$ cat src/rtl/shift_register_pkg.sv
// -----------------------------------------------------------------------------
// shift_register_pkg
// Shared definitions for the universal shift register and its barrel shifter:
// the operation codes driven on the 3-bit op input, and a helper that derives
// the shift-amount width from the data width.
// -----------------------------------------------------------------------------
package shift_register_pkg;

    localparam logic [2:0] HOLD = 3'd0;
    localparam logic [2:0] LOAD = 3'd1;
    localparam logic [2:0] SHL  = 3'd2;
    localparam logic [2:0] SHR  = 3'd3;
    localparam logic [2:0] ASR  = 3'd4;
    localparam logic [2:0] ROL  = 3'd5;
    localparam logic [2:0] ROR  = 3'd6;
    localparam logic [2:0] CLR  = 3'd7;

    // Width of the shift-amount input for a given data width. A 1-bit floor
    // keeps the port legal even for degenerate widths.
    function automatic int calc_aw(input int width);
        return (width > 1) ? $clog2(width) : 1;
    endfunction

endpackage

$ cat src/rtl/shift_register_univ_barrel_shift.sv
// -----------------------------------------------------------------------------
// barrel_shift
// Purely combinational WIDTH-bit shifter/rotator used by shift_register_univ.
//
// Ports:
//   value   - operand to be shifted or rotated
//   amt     - shift/rotate amount (may exceed WIDTH-1 for non power-of-2 widths)
//   op      - operation code (SHL, SHR, ASR, ROL, ROR; others pass value through)
//   fill    - serial fill bit for SHL/SHR
//   result  - shifted/rotated value
//   out_bit - last bit shifted or rotated out (carry candidate)
// -----------------------------------------------------------------------------
module barrel_shift
    import shift_register_pkg::*;
#(
    parameter int WIDTH = 8,
    parameter int AW    = calc_aw(WIDTH)
) (
    input  logic [WIDTH-1:0] value,
    input  logic [AW-1:0]    amt,
    input  logic [2:0]       op,
    input  logic             fill,
    output logic [WIDTH-1:0] result,
    output logic             out_bit
);

    logic          over;
    logic [AW-1:0] rot_amt;
    logic          fill_bit;

    // Shifts are done by placing the operand next to a block of fill bits in a
    // double-width word and shifting that, so vacated positions pick up the
    // fill automatically. Amounts at or beyond WIDTH saturate to all-fill for
    // shifts; rotates wrap. Since amt < 2*WIDTH, one subtraction is enough for
    // the modulo.
    always_comb begin
        over     = ({1'b0, amt} >= (AW+1)'(WIDTH));
        rot_amt  = over ? (amt - AW'(WIDTH)) : amt;
        fill_bit = (op == ASR) ? value[WIDTH-1] : fill;
        result   = value;
        out_bit  = 1'b0;

        case (op)
            SHL: begin
                if (over) begin
                    result  = {WIDTH{fill_bit}};
                    out_bit = fill_bit;
                end else begin
                    result  = WIDTH'(({value, {WIDTH{fill_bit}}} << amt) >> WIDTH);
                    out_bit = 1'(({1'b0, value} << amt) >> WIDTH);
                end
            end
            SHR, ASR: begin
                if (over) begin
                    result  = {WIDTH{fill_bit}};
                    out_bit = fill_bit;
                end else begin
                    result  = WIDTH'({{WIDTH{fill_bit}}, value} >> amt);
                    out_bit = 1'({value, 1'b0} >> amt);
                end
            end
            ROL: begin
                result  = WIDTH'(({value, value} << rot_amt) >> WIDTH);
                out_bit = result[0];
            end
            ROR: begin
                result  = WIDTH'({value, value} >> rot_amt);
                out_bit = result[WIDTH-1];
            end
            default: ;
        endcase
    end

endmodule

$ cat src/rtl/shift_register_univ.sv
// -----------------------------------------------------------------------------
// shift_register_univ
// Parametrised universal register: hold, parallel load, clear, logical and
// arithmetic shifts and rotates by a variable amount, with a registered
// carry-out and a registered zero flag.
//
// Ports:
//   clk    - rising-edge clock
//   reset  - asynchronous active-low reset (0 = in reset)
//   en     - operation enable; 0 holds every register
//   op     - operation select (see shift_register_pkg)
//   d      - parallel load data
//   amt    - shift/rotate amount
//   sin    - serial fill bit for SHL/SHR
//   q      - registered value
//   carry  - last bit shifted or rotated out
//   zero   - 1 when q == 0
// -----------------------------------------------------------------------------
module shift_register_univ
    import shift_register_pkg::*;
#(
    parameter int               WIDTH     = 8,
    parameter logic [WIDTH-1:0] RESET_VAL = '0,
    parameter int               AW        = calc_aw(WIDTH)
) (
    input  logic             clk,
    input  logic             reset,
    input  logic             en,
    input  logic [2:0]       op,
    input  logic [WIDTH-1:0] d,
    input  logic [AW-1:0]    amt,
    input  logic             sin,
    output logic [WIDTH-1:0] q,
    output logic             carry,
    output logic             zero
);

    logic [WIDTH-1:0] shift_result;
    logic             shift_out;
    logic [WIDTH-1:0] q_next;
    logic             carry_next;
    logic             zero_next;

    barrel_shift #(
        .WIDTH (WIDTH),
        .AW    (AW)
    ) u_shift (
        .value   (q),
        .amt     (amt),
        .op      (op),
        .fill    (sin),
        .result  (shift_result),
        .out_bit (shift_out)
    );

    // Op decode. A zero amount leaves q and carry alone for every shift and
    // rotate, but zero is still refreshed from the (unchanged) next value.
    always_comb begin
        q_next     = q;
        carry_next = carry;
        zero_next  = zero;
        if (en) begin
            case (op)
                LOAD: q_next = d;
                CLR: begin
                    q_next     = '0;
                    carry_next = 1'b0;
                end
                SHL, SHR, ASR, ROL, ROR: begin
                    if (amt != '0) begin
                        q_next     = shift_result;
                        carry_next = shift_out;
                    end
                end
                default: ;
            endcase
            zero_next = (q_next == '0);
        end
    end

    always_ff @(posedge clk or negedge reset) begin
        if (!reset) begin
            q     <= RESET_VAL;
            carry <= 1'b0;
            zero  <= (RESET_VAL == '0);
        end else begin
            q     <= q_next;
            carry <= carry_next;
            zero  <= zero_next;
        end
    end

endmodule
$ cat config.mk
export PLATFORM = sky130hd
export DESIGN_NAME = shift_register_univ
export DESIGN_NICKNAME = d
export VERILOG_FILES = /design/src/rtl/shift_register_pkg.sv /design/src/rtl/shift_register_univ_barrel_shift.sv /design/src/rtl/shift_register_univ.sv
export SDC_FILE = /design/constraint.sdc
export NUM_CORES = 1
export LEC_CHECK = 0
export CAP_MARGIN = 5
export CELL_PAD_IN_SITES_DETAIL_PLACEMENT = 2
export CELL_PAD_IN_SITES_GLOBAL_PLACEMENT = 2
export CORE_MARGIN = 2
export CORE_UTILIZATION = 28
export DETAILED_ROUTE_END_ITERATION = 12
export MAX_ROUTING_LAYER = met4
export PLACE_DENSITY = 0.78
export SETUP_SLACK_MARGIN = 0.05
export SLEW_MARGIN = 20
export SYNTH_ARGS = -nofsm -noshare
export SYNTH_HDL_FRONTEND = slang
export SYNTH_SLANG_ARGS = --single-unit
$ cat constraint.sdc
create_clock -name clk -period 2.26 [get_ports clk]
set_clock_uncertainty 0.05 [all_clocks]
set_input_delay 0.452 -clock clk [delete_from_list [all_inputs] [get_ports clk]]
set_output_delay 0.452 -clock clk [all_outputs]
set_load 0.01 [all_outputs]
======== After elaboration in Yosys (flattened, before gate mapping) ========
Cells that the tools add are included.
storage, ports and cells
  word-level logic and storage cells ...... 31
  register bits after elaboration ......... 10
  memory bits (writable) .................. 0
  bits in read-only memories .............. 0
  output and inout bits ................... 10
  latch bits .............................. 0
  memories ................................ 0
operators by class
  mux-type cells .......................... 8
  $lt $le $gt $ge ......................... 0
  equal/unequal tests ..................... 8
  multiply operators ...................... 0
  add/subtract/negate cells ............... 0
  shift operators ......................... 6
  bitwise gates (word level) .............. 0
  reductions and logical operators ........ 6
  div/mod/pow operators ................... 0
operators by type and width
  kind                number
  $pmux 8 s4          1
  $shl 16x3->16       2
  $shr 16x3->8        2
  $pmux 8 s3          1
  $mux 8              2
  $eq 3x3->1 const B  4
  $shl 8x3->9         1
  $shr 9x3->1         1
  $logic_not 8->1     1
  $eq 3x2->1 const B  2
  $reduce_or 5->1     1
  $pmux 1 s4          1
  $eq 3x1->1 const B  1
  $reduce_and 3->1    1
  $reduce_bool 3->1   1
  $mux 1              2
  $ne 2x2->1 const B  1
  $pmux 1 s2          1
  $reduce_bool 2->1   1
  $reduce_or 2->1     1

======== Depth between registers and ports, before layout ========
Gate-level depths: netlist (run 1).
  word-level depth ........................ 8
  depth in mapped cells ................... 10
  mapped depth without buffers ............ 7

======== Hierarchy ========
A second synthesis (run 1) with hierarchy kept.
second synthesis, totals
  cell total of the unflattened synthesis .. 245
  area total of the unflattened synthesis .. 1904.3 µm²
by module, submodules not included
  module               area an instance (µm²)  sequential area each (µm²)  instances  cells an instance
  barrel_shift         1360.1                  0.0                         1          194
  shift_register_univ  544.3                   251.5                       1          51

======== Worst setup path after synthesis (run 1) ========
No wires, ideal clock.
  path type ............................... input-to-reg
  start ................................... input amt[0]
  end ..................................... register zero
  required time ........................... 2121 ps
  library setup time ...................... 89 ps
  stages on the path ...................... 8
  slack ................................... -29 ps
  data arrival time ....................... 2150 ps
  cells stage by stage .................... buf_2 -> mux4_2 -> mux2_2 -> o211ai_1 -> nand2_1 -> o21ai_0 -> nand4_1 -> o32ai_2
on the way
  longest elaborated chain between the ends .. 6
  elaborated cells between the ends (all ways) .. 10
  those cells by class .................... shift: 4; mux: 4; reduce/logical: 2
RTL lines
  element                                     RTL line                                text
  from (decl)                                 shift_register_univ.sv:31               input logic [AW-1:0] amt,
  $shr 16x3->8, or another cell as far along  shift_register_univ_barrel_shift.sv:67  result = WIDTH'({value, value} >> rot_amt);
  $pmux 8 s4                                  shift_register_univ_barrel_shift.sv:43  case (op)
  $mux 8 *                                    shift_register_univ.sv:70               if (amt != '0) begin
  $pmux 8 s3 *                                shift_register_univ.sv:63               case (op)
  $mux 8 *                                    shift_register_univ.sv:62               if (en) begin
  $logic_not 8->1 *                           shift_register_univ.sv:77               zero_next = (q_next == '0);
  to (signal assigned)                        shift_register_univ.sv:85               zero <= (RESET_VAL == '0);
  to (signal assigned)                        shift_register_univ.sv:89               zero <= zero_next;
  to (decl)                                   shift_register_univ.sv:35               output logic zero
Mark *: on every way between the ends. The rest lies on a longest branch, timed or not. The select of a mux whose other input is x is not followed.
A chain may end at the register's enable or synchronous reset.

======== Worst setup path after layout (run 1) ========
  start ................................... register q[3]
  end ..................................... register zero
on the way
  longest elaborated chain between the ends .. 6
  elaborated cells between the ends (all ways) .. 9
  those cells by class .................... shift: 4; mux: 4; reduce/logical: 1
RTL lines
  element                                     RTL line                                text
  from (decl)                                 shift_register_univ.sv:33               output logic [WIDTH-1:0] q,
  from (signal assigned)                      shift_register_univ.sv:87               q <= q_next;
  $shr 16x3->8, or another cell as far along  shift_register_univ_barrel_shift.sv:67
  $pmux 8 s4                                  shift_register_univ_barrel_shift.sv:43
  $mux 8                                      shift_register_univ.sv:70
  $pmux 8 s3 *                                shift_register_univ.sv:63
  $mux 8 *                                    shift_register_univ.sv:62
  $logic_not 8->1 *                           shift_register_univ.sv:77
Marks and branches as above.

==> results.md, run 1 <==
- The global-route usage over all layers is 36.8%.
- The internal portion of total power is 902 uW.
- Combinational logic burns 67.8% of the power.
- The adder and majority gate portion of the synthesized area is 0%.
- The mapped netlist covers 0.00181 mm2.
- The clock-pin transition on the worst setup and hold timing paths is 0.07 ns.
- 0 antenna diodes ended up in the layout.
- For the worst flop-to-flop path, the logic depth is 8.
- Counting distinct cell types in the post-synthesis netlist gives 50.
- The relative contribution of the clock network to total power is 15.8%.
- The total placed instance area is 0.00261 mm2.
- Setup repair after global routing could not meet its margin everywhere.
- The worst setup slack before clock tree synthesis is -0.842 ns.
- The critical path is of the reg -> reg type.
- Clock tree synthesis found a total of 10 sinks.
- The worst hold endpoint is carry.
- The run finished, with violations left.
- The floorplan step defined a die boundary enclosing 0.00714 mm2.
- The final standard cell area without fillers is 0.00309 mm2.
- The power dissipated by switching net loads is 801 uW.
- The count of flip-flops with a built-in enable after synthesis is 0.
- The clock latency on the worst-skew pair is 0.27 ns.
- The routability congestion estimate is 0.999.
- The fraction of registers with async set/reset is 100%.
- The transition at the pin with the smallest max-transition slack is 0.651 ns.
- The post-synth net total is 261.
- The final reports fail on negative setup slack.
- The worst register-to-register path ends at zero.
- The fraction of the mapped netlist area in simple logic gates is 26.1%.
- The Yosys step of the flow raised 0 warnings.
- The mux share of post-synthesis cell area is 20.7%.
- In this run the number of H-tree levels came out at 1.
- The width of the chip is 84.5 um.
- Derived from the worst setup path, the maximum achievable clock frequency is 390 MHz.
- The final count of negative-setup-slack endpoints is 6.
- The number of buffers on the longest clock path is 2.
- The leakage dissipation is 1.34 nW.
- The startpoint identified for the worst hold timing path is carry.
- The first global-routing pass estimated 19.1 mm of wire.
- The most used flip-flop cell after synthesis is sky130_fd_sc_hd__dfrtp_1.
- The time the worst path needs with I/O delays and setup is 2.56 ns.
- The number of failing hold endpoints at the final stage is 0.
- Of the cells placed in the final design, the portion with a size suffix greater than 1 is 48.0%.
- The number of antenna violations at the first check in global routing was 0.
- The layout overhead on the synthesized area is 70.3%.
- For this run the aggregate overflow at the end of global routing stands at 0.
- The total iterations of the first detailed-routing run is 5.
- The synthesized netlist devotes 31.4% of its cell area to compound gates.
- The via count of the first global-routing pass was 3,042.
- The max-slew violation total from the final report is 0.
- The power per cell area is 551 mW/mm2.
- The detailed router placed 2,856 vias in this run.
- Along the worst path, the maximum fanout reaches 8.
- TritonCTS built the clock tree.
- The sum of routed wire length over all layers is 14.5 mm.
- Input and output buffers added on the ports amount to 27.
- The number of CTS-inserted buffers is 3.
- The remaining antenna violation count after routing is 0.
- The count of cells in the finished layout, fillers not included, comes to 423.
- After synthesis, flip-flops and latches occupy 13.9% of the total area.
- Sequential cells burn 16.4% of the power.
- The number of placed instances, taps included, is 394.
- Dividing the synthesized area by the synthesized cell count gives 7.47 um2.
- The wire-length estimate of the detail-placed layout is 7.61 mm.
- Entering global routing, the biggest net connects 20 pins.
- Net switching is 47.0% of the power.
- The tightest min-delay check is of the reg -> reg type.
- The startpoint of the worst register-to-register path is q[3].
- The region available for standard cell placement spans 0.00631 mm2.
- The worst hold path stage count is 1.
- The post-synthesis sequential element count is 10.
- The number of violations of the max-capacitance limit is 0.
- The I/O pin count is 28.
- The total DRC errors in the routed layout is 0.
- After layout, the worst setup slack is -0.302 ns.
- After the first detailed-routing iteration, the DRC count stood at 261.
- The fraction of the cycle the final worst path needs is 113%.
- Of the total synthesized cell area, the portion taken by XOR and XNOR cells is 0%.
- The layout has 689 filler cells.
- After synthesis, the largest family of logic cells by area is compound AO/OA/AOI/OAI gates.
- The initial cell density of the core is 28.7%.
- The kind of capture point of the worst setup path is a flop.
- Dividing the detail-routed via count by the number of cells gives 6.75.
- The cell sitting at the root of the clock tree is a sky130_fd_sc_hd__clkbuf_8.
- The worst max-slew margin expressed relative to the limit is 56.4%.
- The post-synthesis cell count is 243.
- Final hold analysis gives a worst-case slack of 0.464 ns.
- The number of rows created at floorplan is 29.
- Data on the critical path arrives at its endpoint at 2.69 ns.
- The required time of the worst setup path is 2.39 ns.
- IR analysis of the VDD net gives a maximum drop of 0.000457 V.
- The die boundary height is 84.5 um.
- The startpoint type of the worst setup path is a flop.
- The final layout contains 365 nets.
- The routed length per placed instance is 34.2 um.
- Setup slack on the worst reg-to-reg path comes out at -0.30 ns.
cell type report:
class / count / area [um2] / share of cell area, %
inverter: 8 / 30.0 / 0.972
clock buffer: 4 / 55.1 / 1.78
tap: 77 / 96.3 / 3.12
timing repair buffer: 124 / 1030 / 33.3
sequential: 10 / 262 / 8.46
multi-input combinational: 200 / 1620 / 52.4
worst max-delay path, cell delays in order, from the launching register on:
cell,delay (ns)
sky130_fd_sc_hd__dfrtp_2,0.49
sky130_fd_sc_hd__mux4_2,0.54
sky130_fd_sc_hd__buf_6,0.15
sky130_fd_sc_hd__nor2b_2,0.15
sky130_fd_sc_hd__a21oi_2,0.20
sky130_fd_sc_hd__a31oi_1,0.21
sky130_fd_sc_hd__a21oi_2,0.23
sky130_fd_sc_hd__nand3b_1,0.19
sky130_fd_sc_hd__o32ai_2,0.26
cell families after synthesis:
kind of cell,after synthesis
buffers and inverters,33
muxes,28
DFF,10
AOI/OAI and AO/OA,83
and+or+nand+nor,89
worst max-delay path by stage:
| stage | from | to | slack [ns] | cells past startpoint |
|---|---|---|---|---|
| floorplan | amt[1] | zero | 0.05 | 9 |
| global placement | amt[1] | zero | -0.78 | 9 |
| detailed placement | amt[1] | zero | -0.84 | 9 |
| CTS | op[1] | zero | -0.04 | 8 |
| global route | q[3] | zero | -0.29 | 8 |
| finish | q[3] | zero | -0.30 | 8 |
flip-flops by register name, summed over array words and instances, names as in the netlist:
signal and count:
zero 1, q 8, carry 1
synthesized netlist by cell type (all sizes together) (3+ instances only):
| master | count | share of area (%) |
|---|---|---|
| nor3b | 3 | 1.5 |
| inv | 8 | 1.7 |
| a32oi | 3 | 1.4 |
| clkbuf | 12 | 2.5 |
| nand3 | 3 | 0.83 |
| a31oi | 7 | 2.4 |
| buf | 13 | 3.8 |
| nor3 | 5 | 1.4 |
| mux2 | 3 | 2.1 |
| nand2 | 28 | 5.8 |
| a21oi | 18 | 5.0 |
| dfrtp | 9 | 12 |
| o211ai | 6 | 2.8 |
| nand3b | 6 | 2.5 |
| mux4 | 7 | 8.7 |
| a211o | 4 | 1.9 |
| and2 | 3 | 1.0 |
| mux2i | 18 | 9.9 |
| nand2b | 8 | 2.8 |
| and3b | 3 | 1.4 |
| o21ai | 15 | 4.1 |
| a22o | 6 | 2.9 |
| a22oi | 4 | 1.7 |
| nor2 | 13 | 2.7 |
| nand4 | 3 | 1.0 |
| a211oi | 3 | 1.2 |
| nor2b | 8 | 2.8 |
cells in the final DEF (no fill, tap or decap), types with 4 or more instances in the layout:
master / netlist / layout
sky130_fd_sc_hd__a211o_1: 4 / 4
sky130_fd_sc_hd__a21oi_1: 18 / 12
sky130_fd_sc_hd__a21oi_2: 0 / 6
sky130_fd_sc_hd__a22o_1: 6 / 6
sky130_fd_sc_hd__a31oi_1: 7 / 5
sky130_fd_sc_hd__buf_4: 2 / 90
sky130_fd_sc_hd__buf_6: 0 / 7
sky130_fd_sc_hd__clkbuf_8: 0 / 4
sky130_fd_sc_hd__clkdlybuf4s50_1: 0 / 20
sky130_fd_sc_hd__dfrtp_2: 0 / 8
sky130_fd_sc_hd__inv_1: 8 / 8
sky130_fd_sc_hd__mux2i_1: 18 / 11
sky130_fd_sc_hd__mux2i_2: 0 / 5
sky130_fd_sc_hd__mux4_2: 7 / 7
sky130_fd_sc_hd__nand2_1: 28 / 28
sky130_fd_sc_hd__nand2b_1: 8 / 7
sky130_fd_sc_hd__nand3b_1: 6 / 6
sky130_fd_sc_hd__nor2_1: 13 / 12
sky130_fd_sc_hd__nor2b_1: 8 / 5
sky130_fd_sc_hd__o211ai_1: 5 / 5
sky130_fd_sc_hd__o21ai_0: 15 / 9
power by group through the flow:
stage / Clock, mW / Sequential [mW] / Combinational, mW
6_report: 0.269 / 0.280 / 1.15
4_1_cts: 0.236 / 0.272 / 0.949
5_1_grt: 0.271 / 0.279 / 1.17
3_3_place_gp: 0 / 0.266 / 0.755
2_1_floorplan: 0 / 0.246 / 0.402
3_5_place_dp: 0 / 0.273 / 0.796
metrics by stage:
step           util [%]  total power [mW]  setup TNS [ns]
2_1_floorplan         -             0.648               0
3_3_place_gp       41.4              1.02           -4.53
3_5_place_dp       41.4              1.07           -5.20
4_1_cts            47.0              1.46         -0.0438
5_1_grt            48.9              1.72          -0.647
6_report           48.9              1.70          -0.606
layer usage:
layer / up-vias / GRT usage, % / wire [um]
met5: - / - / 0
met2: 219 / 60.6 / 6610
met4: 0 / 20.8 / 1200
met1: 1413 / 41.1 / 5390
met3: 100 / 8.16 / 1260
li1: 1124 / - / -
repair_timing:
action,in CTS,in global routing
buffers inserted,22,7
hold buffers,0,0
resized for setup,69,23
setup endpoints to repair,10,8
pin swaps,15,19
Note: power is estimated with default switching activity, not from simulation.
==> run 2, diff against run 1 <==
--- a/config.mk
+++ b/config.mk
@@ -8,7 +8,6 @@
 export CAP_MARGIN = 5
 export CELL_PAD_IN_SITES_DETAIL_PLACEMENT = 2
 export CELL_PAD_IN_SITES_GLOBAL_PLACEMENT = 2
-export CORE_MARGIN = 2
 export CORE_UTILIZATION = 28
 export DETAILED_ROUTE_END_ITERATION = 12
 export MAX_ROUTING_LAYER = met4
==> run 2 against run 1 <==
The run still ends with negative setup slack left. Sequential share of layout area is 0.073 points higher. Combinational power is 3% lower. Register-to-register slack better by 0.02 ns. Worst hold slack better by 0.030 ns. Critical path type is now in -> reg.
==> results.md, run 2 (same netlist as run 1, synthesis figures left out) <==
- The run finished, with violations left.
- The final reports fail on negative setup slack.
- In the global route stage, overall resource usage came out at 43.8%.
- The number of antenna violations at the first check in global routing is 0.
- From left edge to right edge, the die measures 82.5 um.
- For this run, design rule violations remaining after detail routing come to 0.
- In this run the standard cell core region covers 0.00610 mm2.
- In this run the critical register-to-register path is captured at zero.
- After legalization and detailed placement, the total HPWL measured 7.79 mm.
- At the end of the flow, the number of nets in the layout was 348.
- The TritonCTS clock tree is done.
- In this run the tool buffered the top-level ports with 27 buffer cells.
- The via density per instance is 7.05.
- The kind of capture point of the worst setup path is a flop.
- The via count of the first global-routing pass is 3,052.
- The worst hold path belongs to the class reg -> reg.
- The clock-pin transition on the worst setup and hold timing paths is 0.07 ns.
- The startpoint type of the worst setup path is an input pin.
- The wire length of the first global-routing pass is 19.9 mm.
- The layout overhead on the synthesized area is 68.8%.
- STA puts the critical path data arrival time at 2.69 ns.
- The number of filler instances in the final layout is 654.
- The most frequent standard cell in the layout excluding fill and tap cells is sky130_fd_sc_hd__buf_4.
- The time the worst path needs with I/O delays and setup is 2.56 ns.
- The I/O pin count is 28.
- The max-slew violation total from the final report is 0.
- The slack of the critical path is -0.303 ns.
- The number of violations of the max-capacitance limit is 0.
- The number of buffers on the longest clock path is 2.
- The die boundary height is 82.5 um.
- The worst pin sits at a relative slew slack of 63.3%.
- For hold timing, the worst endpoint is carry.
- The number of failing hold endpoints at the final stage is 0.
- After layout, the design draws a total of 1.65 mW.
- In this run the worst path has a maximum fanout of 7.
- After floorplanning, the core was divided into 28 placement rows.
- The internal reg-to-reg setup slack is -0.28 ns.
- For this run, the top clock speed supported by timing is 390 MHz.
- The worst supply voltage drop on vdd is 0.000522 V.
- Wires add up to 14.9 mm.
- The most flop-heavy register is q.
- For this configuration, the core starts out at a cell density of 29.8%.
- The number of flip-flops under the largest register name is 8.
- In the final routed layout, each cell accounts on average for 36.9 um.
- The total iterations of the first detailed-routing run is 5.
- The detail route stage leaves a number of antenna-violating nets equal to 0.
- The setup path with the least slack is of type in -> reg.
- The number of antenna cells inserted is 0.
- The number of clock buffers added by TritonCTS is 3.
- The origin of the worst min-delay path is carry.
- Once layout is complete, the cells apart from fillers number 404.
- The startpoint of the worst register-to-register path is q[5].
- For this design the static power due to leakage is 1.30 nW.
- At the end of routability-driven placement, the weighted congestion stood at 0.953.
- The worst hold path stage count is 1.
- Setup violations remaining at the end of the flow were counted as 7.
- In the final layout, the multi-input gates occupy 0.00166 mm2.
- After detailed placement, the total cell area comes to 0.00259 mm2.
- The fraction of the cycle the final worst path needs is 113%.
- Leaving out fill and tap cells, the most frequent cells in the layout are sky130_fd_sc_hd__buf_4, sky130_fd_sc_hd__nand2_1, sky130_fd_sc_hd__clkdlybuf4s50_1.
- The post-route netlist has 45.9% of its cells at a drive strength greater than 1.
- The total via count in the routed design is 2,847.
- Setup repair after global routing could not meet its margin everywhere.
- The root cell of the clock tree is sky130_fd_sc_hd__clkbuf_8.
- The required time of the worst setup path is 2.38 ns.
- The cell count after placement is 384.
- The worst-case reg-to-reg path depth is 7.
- The power per cell area is 538 mW/mm2.
- The CTS H-tree depth is 1.
- The flip-flop and latch area is 262 um2.
- The transition at the pin with the smallest max-transition slack is 0.548 ns.
- Entering global routing, the biggest net connects 19 pins.
- The worst setup slack before clock tree synthesis is -0.933 ns.
- The final standard cell area without fillers is 0.00306 mm2.
- The total overflow left after global routing is 0.
- The tree built by TritonCTS fans out to 10 sinks.
- The floorplan step defined a die boundary enclosing 0.00681 mm2.
- In the final layout, the registers with the most flip-flops are q (8), carry (1), zero (1).
- The worst hold margin is 0.495 ns.
- The clock latency on the worst-skew pair is 0.26 ns.
- The detailed router's first-iteration violation count is 355.
-- run 2: final cells by class --
cell class / instances / share of cell area, %
multi-input cells: 200 / 54.1
well taps: 75 / 3.06
clock buffers: 4 / 1.80
repair buffers: 107 / 31.5
flip-flops and latches: 10 / 8.54
inverters: 8 / 0.980
-- run 2: how the worst max path moves through the flow --
stage / from / end / cells past startpoint
2_1_floorplan: amt[1] / zero / 9
3_3_place_gp: amt[1] / zero / 10
3_5_place_dp: amt[0] / zero / 9
4_1_cts: op[1] / zero / 8
5_1_grt: amt[0] / zero / 9
6_report: amt[0] / zero / 9
-- run 2: through the flow --
step           util, %  TNS (ns)
6_report          50.2    -0.638
5_1_grt           50.2    -0.688
4_1_cts           47.3    -0.228
3_5_place_dp      42.4     -5.82
3_3_place_gp      42.4     -4.63
2_1_floorplan        -         0
-- run 2: power breakdown --
group	total (mW)	internal, mW	switching [mW]
clock network	0.262	0.155	0.107
registers	0.279	0.214	0.0659
logic	1.11	0.481	0.626
-- run 2: critical path, stage by stage --
cell and delay, ns:
sky130_fd_sc_hd__clkbuf_4 0.21, sky130_fd_sc_hd__buf_6 0.17, sky130_fd_sc_hd__mux4_2 0.56, sky130_fd_sc_hd__nand2_1 0.11, sky130_fd_sc_hd__o21ai_0 0.14, sky130_fd_sc_hd__a21o_1 0.25, sky130_fd_sc_hd__nor3_4 0.29, sky130_fd_sc_hd__nand4_1 0.20
sky130_fd_sc_hd__o32ai_2 0.30
-- run 2: timing repair --
action                     4_1_cts  5_1_grt
setup buffers                    9        8
gates resized for setup         56       39
cloned                           2        0
setup endpoints to repair       10        9
hold buffers                     0        0
pin swaps                       17       14
-- run 2: layer usage --
layer	GRT usage (%)	share of wire (%)	up-vias
li1	-	-	1090
met1	50.2	38	1404
met2	70.3	45	268
met3	7.47	9.8	85
met4	29.0	6.5	0
met5	-	0	-
==> run 3, diff against run 2 <==
--- a/config.mk
+++ b/config.mk
@@ -12,8 +12,9 @@
 export DETAILED_ROUTE_END_ITERATION = 12
 export MAX_ROUTING_LAYER = met4
 export PLACE_DENSITY = 0.78
+export REMOVE_ABC_BUFFERS = 1
 export SETUP_SLACK_MARGIN = 0.05
-export SLEW_MARGIN = 20
+export SLEW_MARGIN = 10
 export SYNTH_ARGS = -nofsm -noshare
 export SYNTH_HDL_FRONTEND = slang
 export SYNTH_SLANG_ARGS = --single-unit
==> run 3 against run 2 <==
First-iteration DRC count down 21%. Utilization is 4.9 points higher. Largest cell class unchanged. Worst hold slack improved by 0.0038 ns. Highest routed layer unchanged. The flow still finishes with violations (negative setup slack). Total power increased by 6.1%. Largest power group unchanged. Register-to-register slack got worse by 0.13 ns. Global-route usage shrank 4.7 points. Clock-buffer cell count stayed put.
==> results.md, run 3 (same netlist as run 1, synthesis figures left out) <==
- The total iterations of the first detailed-routing run is 5.
- The flip-flop and latch area is 262 um2.
- The number of port buffers is 27.
- The worst hold margin is 0.498 ns.
- Of all nets on the critical path, the largest fanout is 9.
- Relative to the synthesized area, the layout overhead comes to 85.4%.
- The path type of the worst min-delay path is reg -> reg.
- The most flop-heavy register is q.
- The register with the most flip-flops in the layout has 8 of them.
- After detailed routing, the number of remaining DRC violations is 0.
- Setup slack on the critical path of the routed design comes to -0.447 ns.
- Among all stages on the critical path, the largest delay is contributed by sky130_fd_sc_hd__a32oi_2.
- The final-layout setup total negative slack is -0.972 ns.
- Buffers inserted to repair hold after CTS numbered 0.
- The global-route usage over all layers is 39.1%.
- The power dissipated by switching net loads is 805 uW.
- Among cell families on the critical path, the largest total delay comes from compound AO/OA/AOI/OAI gates.
- Summed over all cells, the static leakage comes to 1.43 nW.
- The overall power after layout is 1.75 mW.
- The detailed router placed 2,836 vias in this run.
- The floorplan has 28 rows.
- The number of antenna violations at the first check in global routing was 1.
- CTS built an H-tree with a depth of 1.
- The max-slew violation total from the final report is 0.
- The core region is 0.00610 mm2.
- The sequential power share is 17.3%.
- The flow ran to the end, but the final reports show violations.
- Once detail routing completed, the nets flagged for antenna violations numbered 0.
- After the last flow step, the layout net total stands at 373.
- For the pin with the worst max-slew slack, the measured transition is 0.535 ns.
- The via count of the first global-routing pass is 3,011.
- The total placed instance area is 0.00268 mm2.
- Setup violations remaining at the end of the flow were counted as 7.
- The clock net in this run drives a total of 10 sinks.
- The signal arrival time at the worst endpoint is 2.79 ns.
- STA puts the critical path data required time at 2.34 ns.
- Summed over all layers, the routed wires come to 15.1 mm.
- The global-route congestion overflow total is 0.
- The fraction of the cycle the final worst path needs is 120%.
- The detailed router's first-iteration violation count is 280.
- For this design the ratio of total power to cell area is 520 mW/mm2.
- The worst-case IR drop observed on VDD is 0.000476 V.
- The final standard cell area without fillers is 0.00336 mm2.
- Summed over all nets, the half-perimeter wirelength after detailed placement is 7.54 mm.
- Setup repair after global routing could not meet its margin everywhere.
- The maximum clock frequency is 369 MHz.
- The time the worst path needs with I/O delays and setup is 2.71 ns.
- The number of buffers on the longest clock path is 2.
- The startpoint-to-endpoint class of the critical path is in -> reg.
- The final reports fail on negative setup slack.
- The top cell types in the final layout, fill and taps aside, are sky130_fd_sc_hd__buf_4, sky130_fd_sc_hd__nand2_1, sky130_fd_sc_hd__clkdlybuf4s50_1.
- The delay of the slowest critical-path stage is 0.43 ns.
- Entering global routing, the biggest net connects 21 pins.
- The number of CTS-inserted buffers is 3.
- Cells with a size suffix above 1 make up 54.8% of the layout.
- The relative contribution of the clock network to total power is 13.6%.
- The kind of capture point of the worst setup path is a flop.
- The net switching share of the total power is 46.0%.
- The tool flagged a number of max-cap violations equal to 0.
- The routed length per placed instance is 35.1 um.
- The TritonCTS clock tree is done.
- The filler-free cell count of the finished design is 430.
- The via density per instance is 6.60.
- The root cell of the clock tree is sky130_fd_sc_hd__clkbuf_8.
- Clock latency on the worst-skew pair, taken at its later pin, is 0.24 ns.
- Traced cell by cell, the critical path runs through buf_2 -> buf_4 -> buf_4 -> nor3b_4 -> nand2b_2 -> o21ai_1 -> a32oi_2 -> o21ai_1 -> buf_4 -> a31oi_2.
- After clock tree synthesis, the clock-pin slew on the worst setup and hold paths is 0.05 ns.
- The combined buffer and inverter count along the critical path is 4.
- Cell internal power was estimated by the tool at 944 uW.
- The number of failing hold endpoints at the final stage is 0.
- In this run, the combinational gates consume 69.2% of the power.
- The most frequent standard cell in the layout excluding fill and tap cells is sky130_fd_sc_hd__buf_4.
- The area of the multi-input gates is 0.00176 mm2.
- The number of filler instances in the final layout is 643.
- The full die area is 0.00681 mm2.
- The die boundary height is 82.5 um.
- Measured against its own limit, the worst slew margin works out to 64.2%.
- The initial utilization of the core area, before any placement, comes to 29.8%.
- The largest registers in the layout are q (8), carry (1), zero (1).
- The cell type with the highest occurrence count on the critical path is sky130_fd_sc_hd__buf_4.
- The startpoint type of the worst setup path is an input pin.
- The I/O pin count is 28.
- The first global-routing pass estimated 18.1 mm of wire.
- In this run the horizontal extent of the chip is 82.5 um.
- The congestion estimate from routability-driven global placement came to 0.969.
- After detailed placement, the design holds a cell count of 398.
[run 3: routing by layer]
| layer | wire length, um | vias to the layer above | global-route usage (%) |
|---|---|---|---|
| li1 | - | 1142 | - |
| met1 | 5560 | 1401 | 42.4 |
| met3 | 1340 | 90 | 6.59 |
| met4 | 1030 | 0 | 21.7 |
| met2 | 7160 | 203 | 67.9 |
| met5 | 0 | - | - |
[run 3: cell type report]
class / instances / share of cell area (%)
inverters: 8 / 0.893
clock buffers: 4 / 1.64
flip-flops and latches: 10 / 7.77
repair buffers: 132 / 34.4
diodes: 1 / 0.0744
multi-input cells: 200 / 52.4
well taps: 75 / 2.79
[run 3: power groups by stage]
stage,registers (mW),clock network (mW),logic [mW]
after CTS,0.277,0.236,0.938
final,0.302,0.237,1.21
after global routing,0.297,0.241,1.24
after floorplan,0.278,0,0.312
after global placement,0.279,0,0.772
after detailed placement,0.282,0,0.810
[run 3: final timing paths]
kind	startpoint	endpoint	slack, ns	depth (start not counted)
worst max-delay path	op[0]	q[6]	-0.45	10
worst min-delay path	carry	carry	0.50	1
worst max register to register	q[2]	q[6]	-0.41	11
worst min register to register	carry	carry	0.50	1
max in group asynchronous	reset	q[5]	1.26	1
min in group asynchronous	reset	carry	0.51	1
[run 3: timing repair]
action / in CTS / in global routing
hold endpoints to repair: 0 / 0
pin swaps: 16 / 19
setup endpoints to repair: 10 / 10
gates cloned: 2 / 0
buffers inserted: 16 / 11
gates resized for setup: 66 / 63
[run 3: per-stage QoR]
| stage | utilization [%] | setup slack (ns) |
|---|---|---|
| after floorplan | - | 0.0175 |
| after global placement | 43.9 | -0.779 |
| after detailed placement | 43.9 | -0.933 |
| after CTS | 49.8 | -0.0329 |
| after global routing | 55.2 | -0.543 |
| final | 55.2 | -0.447 |
[run 3: worst register-to-register path, delay by kind of cell (launching register included)]
family          cells  cell delay, ns
buf+inv             5            0.74
simple gates        2            0.28
flops               1            0.48
mux                 1            0.06
compound gates      3            0.96
